**src/rtl/mux4_rr_arbiter.sv**
```systemverilog
// Round-robin owner selection for a shared 4:1 mux, with a hold-time limit
// so a busy owner is rotated out once another requester has waited long enough.
module mux4_rr_arbiter #(
    parameter int unsigned MAX_HOLD = 8
) (
    input  logic       clk,
    input  logic       rst_n,
    input  logic [3:0] req,
    input  logic [3:0] d,
    output logic [3:0] gnt,
    output logic [1:0] sel,
    output logic       busy,
    output logic       rot,
    output logic       y
);

    typedef enum logic {IDLE, GRANT} state_t;

    localparam logic [7:0] HOLD_LAST = 8'(MAX_HOLD - 1);

    state_t     state, state_n;
    logic [1:0] ptr, ptr_n;
    logic [1:0] owner, owner_n;
    logic [7:0] hold_cnt, hold_n;
    logic       rot_n;
    logic [3:0] gnt_n;
    logic       busy_n;
    logic [3:0] others;
    logic [2:0] win;

    // Returns {found, index} of the first set mask bit scanning upward from start, mod 4.
    function automatic logic [2:0] pick(input logic [3:0] mask, input logic [1:0] start);
        logic [1:0] idx;
        pick = 3'b000;
        for (int i = 3; i >= 0; i--) begin
            idx = start + 2'(i);
            if (mask[idx]) begin
                pick = {1'b1, idx};
            end
        end
    endfunction

    // State register: FSM, arbitration state and the registered outputs.
    always_ff @(posedge clk or negedge rst_n) begin
        if (!rst_n) begin
            state    <= IDLE;
            ptr      <= 2'd0;
            owner    <= 2'd0;
            hold_cnt <= 8'd0;
            gnt      <= 4'b0000;
            busy     <= 1'b0;
            rot      <= 1'b0;
        end else begin
            state    <= state_n;
            ptr      <= ptr_n;
            owner    <= owner_n;
            hold_cnt <= hold_n;
            gnt      <= gnt_n;
            busy     <= busy_n;
            rot      <= rot_n;
        end
    end

    // Next-state logic: release is tested before timeout, so a dropping owner never rotates.
    always_comb begin
        state_n = state;
        ptr_n   = ptr;
        owner_n = owner;
        hold_n  = hold_cnt;
        rot_n   = 1'b0;
        others  = req & ~(4'b0001 << owner);
        win     = 3'b000;
        case (state)
            IDLE: begin
                if (req != 4'b0000) begin
                    win     = pick(req, ptr);
                    state_n = GRANT;
                    owner_n = win[1:0];
                    hold_n  = 8'd0;
                end
            end
            GRANT: begin
                if (!req[owner]) begin
                    ptr_n  = owner + 2'd1;
                    win    = pick(others, owner + 2'd1);
                    hold_n = 8'd0;
                    if (win[2]) begin
                        owner_n = win[1:0];
                    end else begin
                        state_n = IDLE;
                        owner_n = 2'd0;
                    end
                end else if (hold_cnt == HOLD_LAST && others != 4'b0000) begin
                    ptr_n   = owner + 2'd1;
                    win     = pick(others, owner + 2'd1);
                    owner_n = win[1:0];
                    hold_n  = 8'd0;
                    rot_n   = 1'b1;
                end else if (hold_cnt != HOLD_LAST) begin
                    hold_n = hold_cnt + 8'd1;
                end
            end
            default: begin
                state_n = IDLE;
                owner_n = 2'd0;
                hold_n  = 8'd0;
            end
        endcase
    end

    // Output decode of the upcoming state, registered above so gnt cannot glitch.
    always_comb begin
        gnt_n  = 4'b0000;
        busy_n = 1'b0;
        if (state_n == GRANT) begin
            gnt_n  = 4'b0001 << owner_n;
            busy_n = 1'b1;
        end
    end

    assign sel = owner;
    assign y   = busy ? d[sel] : 1'b0;

endmodule

```
**config.mk**
```make
export PLATFORM = sky130hd
export DESIGN_NAME = mux4_rr_arbiter
export DESIGN_NICKNAME = d
export VERILOG_FILES = /design/src/rtl/mux4_rr_arbiter.sv
export SDC_FILE = /design/constraint.sdc
export NUM_CORES = 1
export LEC_CHECK = 0
export CAP_MARGIN = 25
export CORE_MARGIN = 2
export CORE_UTILIZATION = 51
export CTS_CLUSTER_DIAMETER = 60
export CTS_CLUSTER_SIZE = 25
export DETAILED_ROUTE_END_ITERATION = 10
export PLACE_DENSITY_LB_ADDON = 0.2
export REMOVE_ABC_BUFFERS = 1
export SYNTH_ARGS = -nofsm -noshare
export SYNTH_HDL_FRONTEND = slang
export SYNTH_SLANG_ARGS = --single-unit
```
**constraint.sdc**
```tcl
create_clock -name clk -period 3.36 [get_ports clk]
set_input_delay 0.672 -clock clk [delete_from_list [all_inputs] [get_ports clk]]
set_output_delay 0.672 -clock clk [all_outputs]
set_load 0.02 [all_outputs]
```
# [Yosys cells after proc, flatten, opt, wreduce, memory -nomap -nowiden]
# Cells that the tools add are included.
[totals] ff_bits=19 out_inout_bits=9 elab_cells=91 input_bits=10
[op_classes] n_bitwise=3 shift=2 n_mux=52 addsub=8 eq_ne=5 reduce_logical=5 n_lt_le_gt_ge=9
[ops] operator="$mux 8" count=4
[ops] operator="$lt 2x3->1 const B" count=9
[ops] operator="$bmux 1 s2" count=10
[ops] operator="$mux 2" count=10
[ops] operator="$mux 1" count=18
[ops] operator="$mux 3" count=6
[ops] operator="$pmux 8 s2" count=1
[ops] operator="$add 2x2->2 const B" count=4
[ops] operator="$add 8x1->8 const B" count=1
[ops] operator="$eq 8x3->1 const B" count=1
[ops] operator="$ne 8x3->1 const B" count=1
[ops] operator="$reduce_bool 4->1" count=2
[ops] operator="$shl 1x2->4 const A" count=2
[ops] operator="$add 2x1->2 const B" count=3
[ops] operator="$and 4x4->4" count=1
[ops] operator="$mux 4" count=1
[ops] operator="$ne 4x2->1 const B" count=1
[ops] operator="$not 4->4" count=1
[ops] operator="$pmux 2 s2" count=1
[ops] operator="$reduce_and 2->1" count=2
[ops] operator="$ne 2x1->1 const B" count=1
[ops] operator="$ne 2x2->1 const B" count=1
[ops] operator="$pmux 1 s2" count=1
[ops] operator="$logic_and 1x1->1" count=1
[ops] operator="$not 1->1" count=1

# [Logic depth before layout (Yosys ltp)]
# Gate-level depths: netlist of the first run.
[depth] depth_word=16 ltp_mapped=9 ltp_nobuf=8

# [Worst setup path after synthesis of the first run]
# Ideal clock, no wire load.
[synth_timing] kind="register to register" start="register owner[0], in the netlist sel[0]" end="register gnt[1]" path_stages_with_launch=10 path_buffers=1 slack_ps=676 arrival_ps=2604 cell_sequence="dfrtp_1 -> buf_2 -> inv_1 -> ha_1 -> or3b_4 -> a2111oi_4 -> a311oi_1 -> nand2b_4 -> a311oi_4 -> nor3b_2"
[synth_between] elab_chain_cells=16 word_cells_on_any_way=35
[synth_lines] item="from (decl)" line="23" rtl="logic [1:0] owner, owner_n;"
[synth_lines] item="from (signal assigned)" line="56" rtl="owner <= owner_n;"
[synth_lines] item="parallel branches: the longest is 13 deep, another holds $add 2x1->2"
[synth_lines] item="$pmux 2 s2 (*)" line="73" rtl="case (state)"
[synth_lines] item="net owner_n[0]" line="23"
[synth_lines] item="$shl 1x2->4 (*)" line="116" rtl="gnt_n = 4'b0001 << owner_n;"
[synth_lines] item="$mux 4 (*)" line="115" rtl="if (state_n == GRANT) begin"
[synth_lines] item="net gnt_n[1]" line="26" rtl="logic [3:0] gnt_n;"
[synth_lines] item="to (signal assigned)" line="58" rtl="gnt <= gnt_n;"
[synth_lines] item="to (decl)" line="10" rtl="output logic [3:0] gnt,"
# Mark *: on every way through the listed nets, which the timed path passes. The select of a mux whose other input is x is not followed.
# A chain may end at the register's enable or synchronous reset.

# [Worst setup path after layout of the first run]
[layout_timing] start="register owner[0], in the netlist sel[0]" end="output y"
[layout_between] elab_chain_cells=3
[layout_lines] item="$bmux 1 s2" line="122" rtl="assign y = busy ? d[sel] : 1'b0;"
[layout_lines] item="$mux 1 (not written as such)" line="122"
[layout_lines] item="$mux 1" line="122"
[layout_lines] item="to (decl)" line="14" rtl="output logic y"
# Every way passes these cells. The select of a mux whose other input is x is not followed.

==> results of run 1 <==
[through the flow]
| stage | util [%] | cell area [um^2] | worst slack [ns] |
|---|---|---|---|
| after floorplan | - | 1270 | 0.650 |
| after global placement | 61.7 | 1500 | 0.342 |
| after detailed placement | 61.7 | 1500 | 0.271 |
| after CTS | 63.2 | 1540 | 0.385 |
| after global routing | 63.2 | 1540 | 0.324 |
| final | 63.2 | 1540 | 0.381 |
[layer usage]
metal | vias up | GRT usage, %
li1 | 532 | -
met1 | 505 | 28.5
met2 | 38 | 33.9
met3 | 8 | 2.46
met4 | 0 | 9.58
met5 | - | 0
[worst max path at each step]
stage,start,end,cells after the start
2_1_floorplan,sel[0],gnt[1],8
3_3_place_gp,req[0],gnt[1],7
3_5_place_dp,req[0],gnt[1],7
4_1_cts,sel[0],y,4
5_1_grt,sel[0],y,4
6_report,sel[0],y,4
[cell type report]
cell class | instances | share of cell area, %
clock buffer | 4 | 2.36
inverter | 6 | 1.47
multi-input combinational | 106 | 51.7
sequential | 18 | 29.3
tap | 30 | 2.44
timing repair buffer | 20 | 12.7
[cells in the final DEF, fill, tap and decap left out, types with 2 or more instances in the layout]
cell type | Yosys | routed
and3_1 | 2 | 2
or3_1 | 2 | 2
inv_1 | 6 | 6
o22ai_1 | 2 | 2
a21boi_0 | 2 | 2
nand4_1 | 2 | 2
a31oi_1 | 2 | 2
nor2b_1 | 6 | 6
nor3_1 | 2 | 2
mux4_2 | 2 | 2
dfrtp_1 | 18 | 18
nand2_1 | 9 | 9
ha_1 | 5 | 5
nand3b_1 | 2 | 2
nand3_1 | 4 | 4
nand2b_1 | 7 | 7
clkdlybuf4s50_1 | 0 | 18
and2_1 | 5 | 5
o31ai_1 | 5 | 5
clkbuf_4 | 0 | 3
a21oi_1 | 3 | 3
or2b_1 | 2 | 2
o21ai_0 | 8 | 8
nor4_1 | 2 | 2
nor2_1 | 9 | 9
buf_4 | 1 | 2
[power groups by stage]
| stage | logic (uW) | clock network (uW) | registers [uW] |
|---|---|---|---|
| 4_1_cts | 758 | 134 | 362 |
| 3_5_place_dp | 764 | 0 | 363 |
| 5_1_grt | 831 | 147 | 375 |
| 2_1_floorplan | 496 | 0 | 398 |
| 3_3_place_gp | 750 | 0 | 365 |
| 6_report | 761 | 133 | 362 |
[worst max-delay path, delay by kind of cell (launching register included)]
family	cells	cell delay [ns]
buf+inv	2	0.78
flops	1	0.57
mux	1	0.49
simple gates	1	0.17
[flip-flops by register name, indices dropped and copies added (netlist names)]
register / flops
ptr: 2
busy: 1
rot: 1
sel: 2
gnt: 4
hold_cnt: 8
[kinds of logic (layout without fill, tap and decap cells)]
logic type / Yosys count / count (layout) / share of synthesized area, %
AO/OA/AOI/OAI: 33 / 33 / 21.4
XOR/XNOR: 2 / 2 / 1.35
adder cells (fa/ha/maj): 5 / 5 / 4.84
buffers and inverters: 11 / 30 / 3.77
flip-flops: 18 / 18 / 34.8
multiplexers: 4 / 4 / 5.13
AND/OR/NAND/NOR: 62 / 62 / 28.7
==> results.json, run 1 <==
{
  "fin_crit_ns": 2.98,
  "vias": 1083,
  "combPwrFrac_pct": 60.6,
  "drive_above_1_share_pct": 11.7,
  "cts.clk_slew.worst_paths_ns": 0.10,
  "crit_type": "reg2out",
  "fin_nets": 170,
  "reg2reg_to": "gnt[1]",
  "vias_per_cell": 5.89,
  "fin_setup_tns_ns": 0,
  "cp-end-kind": "primary output",
  "hpwlAfterDp_um": 2060,
  "crit_path_cell_trace": "buf_4 > mux4_2 > and2_1 > clkdlybuf4s50_1",
  "routed_wl_um": 2670,
  "dr_wl_met3_um": 120,
  "hold_end": "hold_cnt[3]",
  "ioPinCount": 19,
  "post-route-period-util_pct": 88.7,
  "reg2reg_depth": 8,
  "post_cts.repair.setup_buffers": 0,
  "wl_met2_um": 1250,
  "track_usage_pct": 21.2,
  "p_seq_share_pct": 28.8,
  "ys.flop_type": "dfrtp_1",
  "worst-r2r-setup-slack_ns": 0.65,
  "yosysMostFrequentCell": "dfrtp_1",
  "yosysTopAreaCell": "dfrtp_1",
  "regToRegStartpoint": "sel[0]",
  "syn_inst": 135,
  "drt-wirelength-per-cell_um": 14.5,
  "max_slew.worst_pin.slew_ns": 0.777,
  "rsz0062_at_grt": "false",
  "start_util_pct": 53.2,
  "peakVddDrop_uv": 571,
  "ys_async_sr_fraction_pct": 100,
  "drt-met1-wl_um": 1240,
  "dieArea_um2": 2960,
  "maxCapViolCount": 0,
  "cp_data_arrival_time_ns": 2.31,
  "gp_congestion": 0.908,
  "clock_latency_ns": 0.30,
  "ff_latch_area_um2": 450,
  "synth_area_um2": 1290,
  "fillers": 200,
  "fp.dieH_um": 54.4,
  "holdCritStartpoint": "hold_cnt[3]",
  "synth_seq_cells": 18,
  "skew_ns": 0.00672,
  "n_antenna_cell": 0,
  "antenna_left": 0,
  "antenna_found_initial": 0,
  "ys_types": 49,
  "final_cells": 184,
  "crit_path_start_kind": "register",
  "grt_pass1_wl_um": 4530,
  "core_um2": 2430,
  "multiInputGateArea_um2": 795,
  "top_layer": "met4",
  "cts_tree": "built",
  "setup_violations": 0,
  "fp-row-count": 18,
  "synth_enable_flop_cells": 0,
  "yosysSeqAreaShare_pct": 34.8,
  "area_delta_synth_final_pct": 18.8,
  "dr.pass1.iters": 4,
  "p_per_area_nw_per_um2": 817,
  "ys_top_cells_by_area": "dfrtp_1 35%, ha_1 4.8%, mux4_2 3.5%",
  "ys_warn_count": 0,
  "timing.fmax_mhz": 336,
  "grt_pass1_vias": 1023,
  "grt_max_degree": 19,
  "drt-initial-drc-count": 30,
  "hold_depth": 1,
  "final_hold_viol_count": 0,
  "postCtsHoldBufs": 0,
  "cts_resized": 0,
  "drc": 0,
  "cts_buffers": 3,
  "syn_avg_cell_area_um2": 9.58,
  "grt_overflow": 0,
  "cts_buffer_depth": 2,
  "io_buffers": 18,
  "internal_power_uw": 702,
  "critPathRequiredTime_ns": 2.69,
  "slew_headroom_pct": 48.0,
  "power_uw": 1260,
  "switching_share_pct": 44.1,
  "p_sw_uw": 554,
  "clockPowerShare_pct": 10.6,
  "leakage_uw": 0.000624,
  "place_inst": 180,
  "htreeDepth": 1,
  "max_stage_delay_ns": 0.57,
  "synth_top_area_share_pct": 34.8,
  "path_max_fanout": 11,
  "cts_sinks": 18,
  "cpMaxStageDelayCell": "dfrtp_1",
  "die_w_um": 54.4,
  "holdWs_ns": 0.534,
  "root_buffer": "clkbuf_4",
  "hp-class": "reg2reg",
  "outcome": "finished, final reports clean",
  "synth_commonest_cells": "18 x dfrtp_1, 9 x nand2_1, 9 x nor2_1",
  "drv_slew": 0
}
No activity file was read; power rests on OpenSTA's default activity.
==> run 2, diff against run 1 <==
--- a/config.mk
+++ b/config.mk
@@ -9,7 +9,7 @@
 export CORE_MARGIN = 2
 export CORE_UTILIZATION = 51
 export CTS_CLUSTER_DIAMETER = 60
-export CTS_CLUSTER_SIZE = 25
+export CTS_CLUSTER_SIZE = 16
 export DETAILED_ROUTE_END_ITERATION = 10
 export PLACE_DENSITY_LB_ADDON = 0.2
 export REMOVE_ABC_BUFFERS = 1
==> results of run 2 <==
Final layout, timing and power as in run 1 (identical DEF).
==> run 3, diff against run 2 <==
--- a/config.mk
+++ b/config.mk
@@ -5,7 +5,7 @@
 export SDC_FILE = /design/constraint.sdc
 export NUM_CORES = 1
 export LEC_CHECK = 0
-export CAP_MARGIN = 25
+export CAP_MARGIN = 20
 export CORE_MARGIN = 2
 export CORE_UTILIZATION = 51
 export CTS_CLUSTER_DIAMETER = 60
==> results of run 3 <==
Final layout, timing and power as in run 1 (identical DEF).
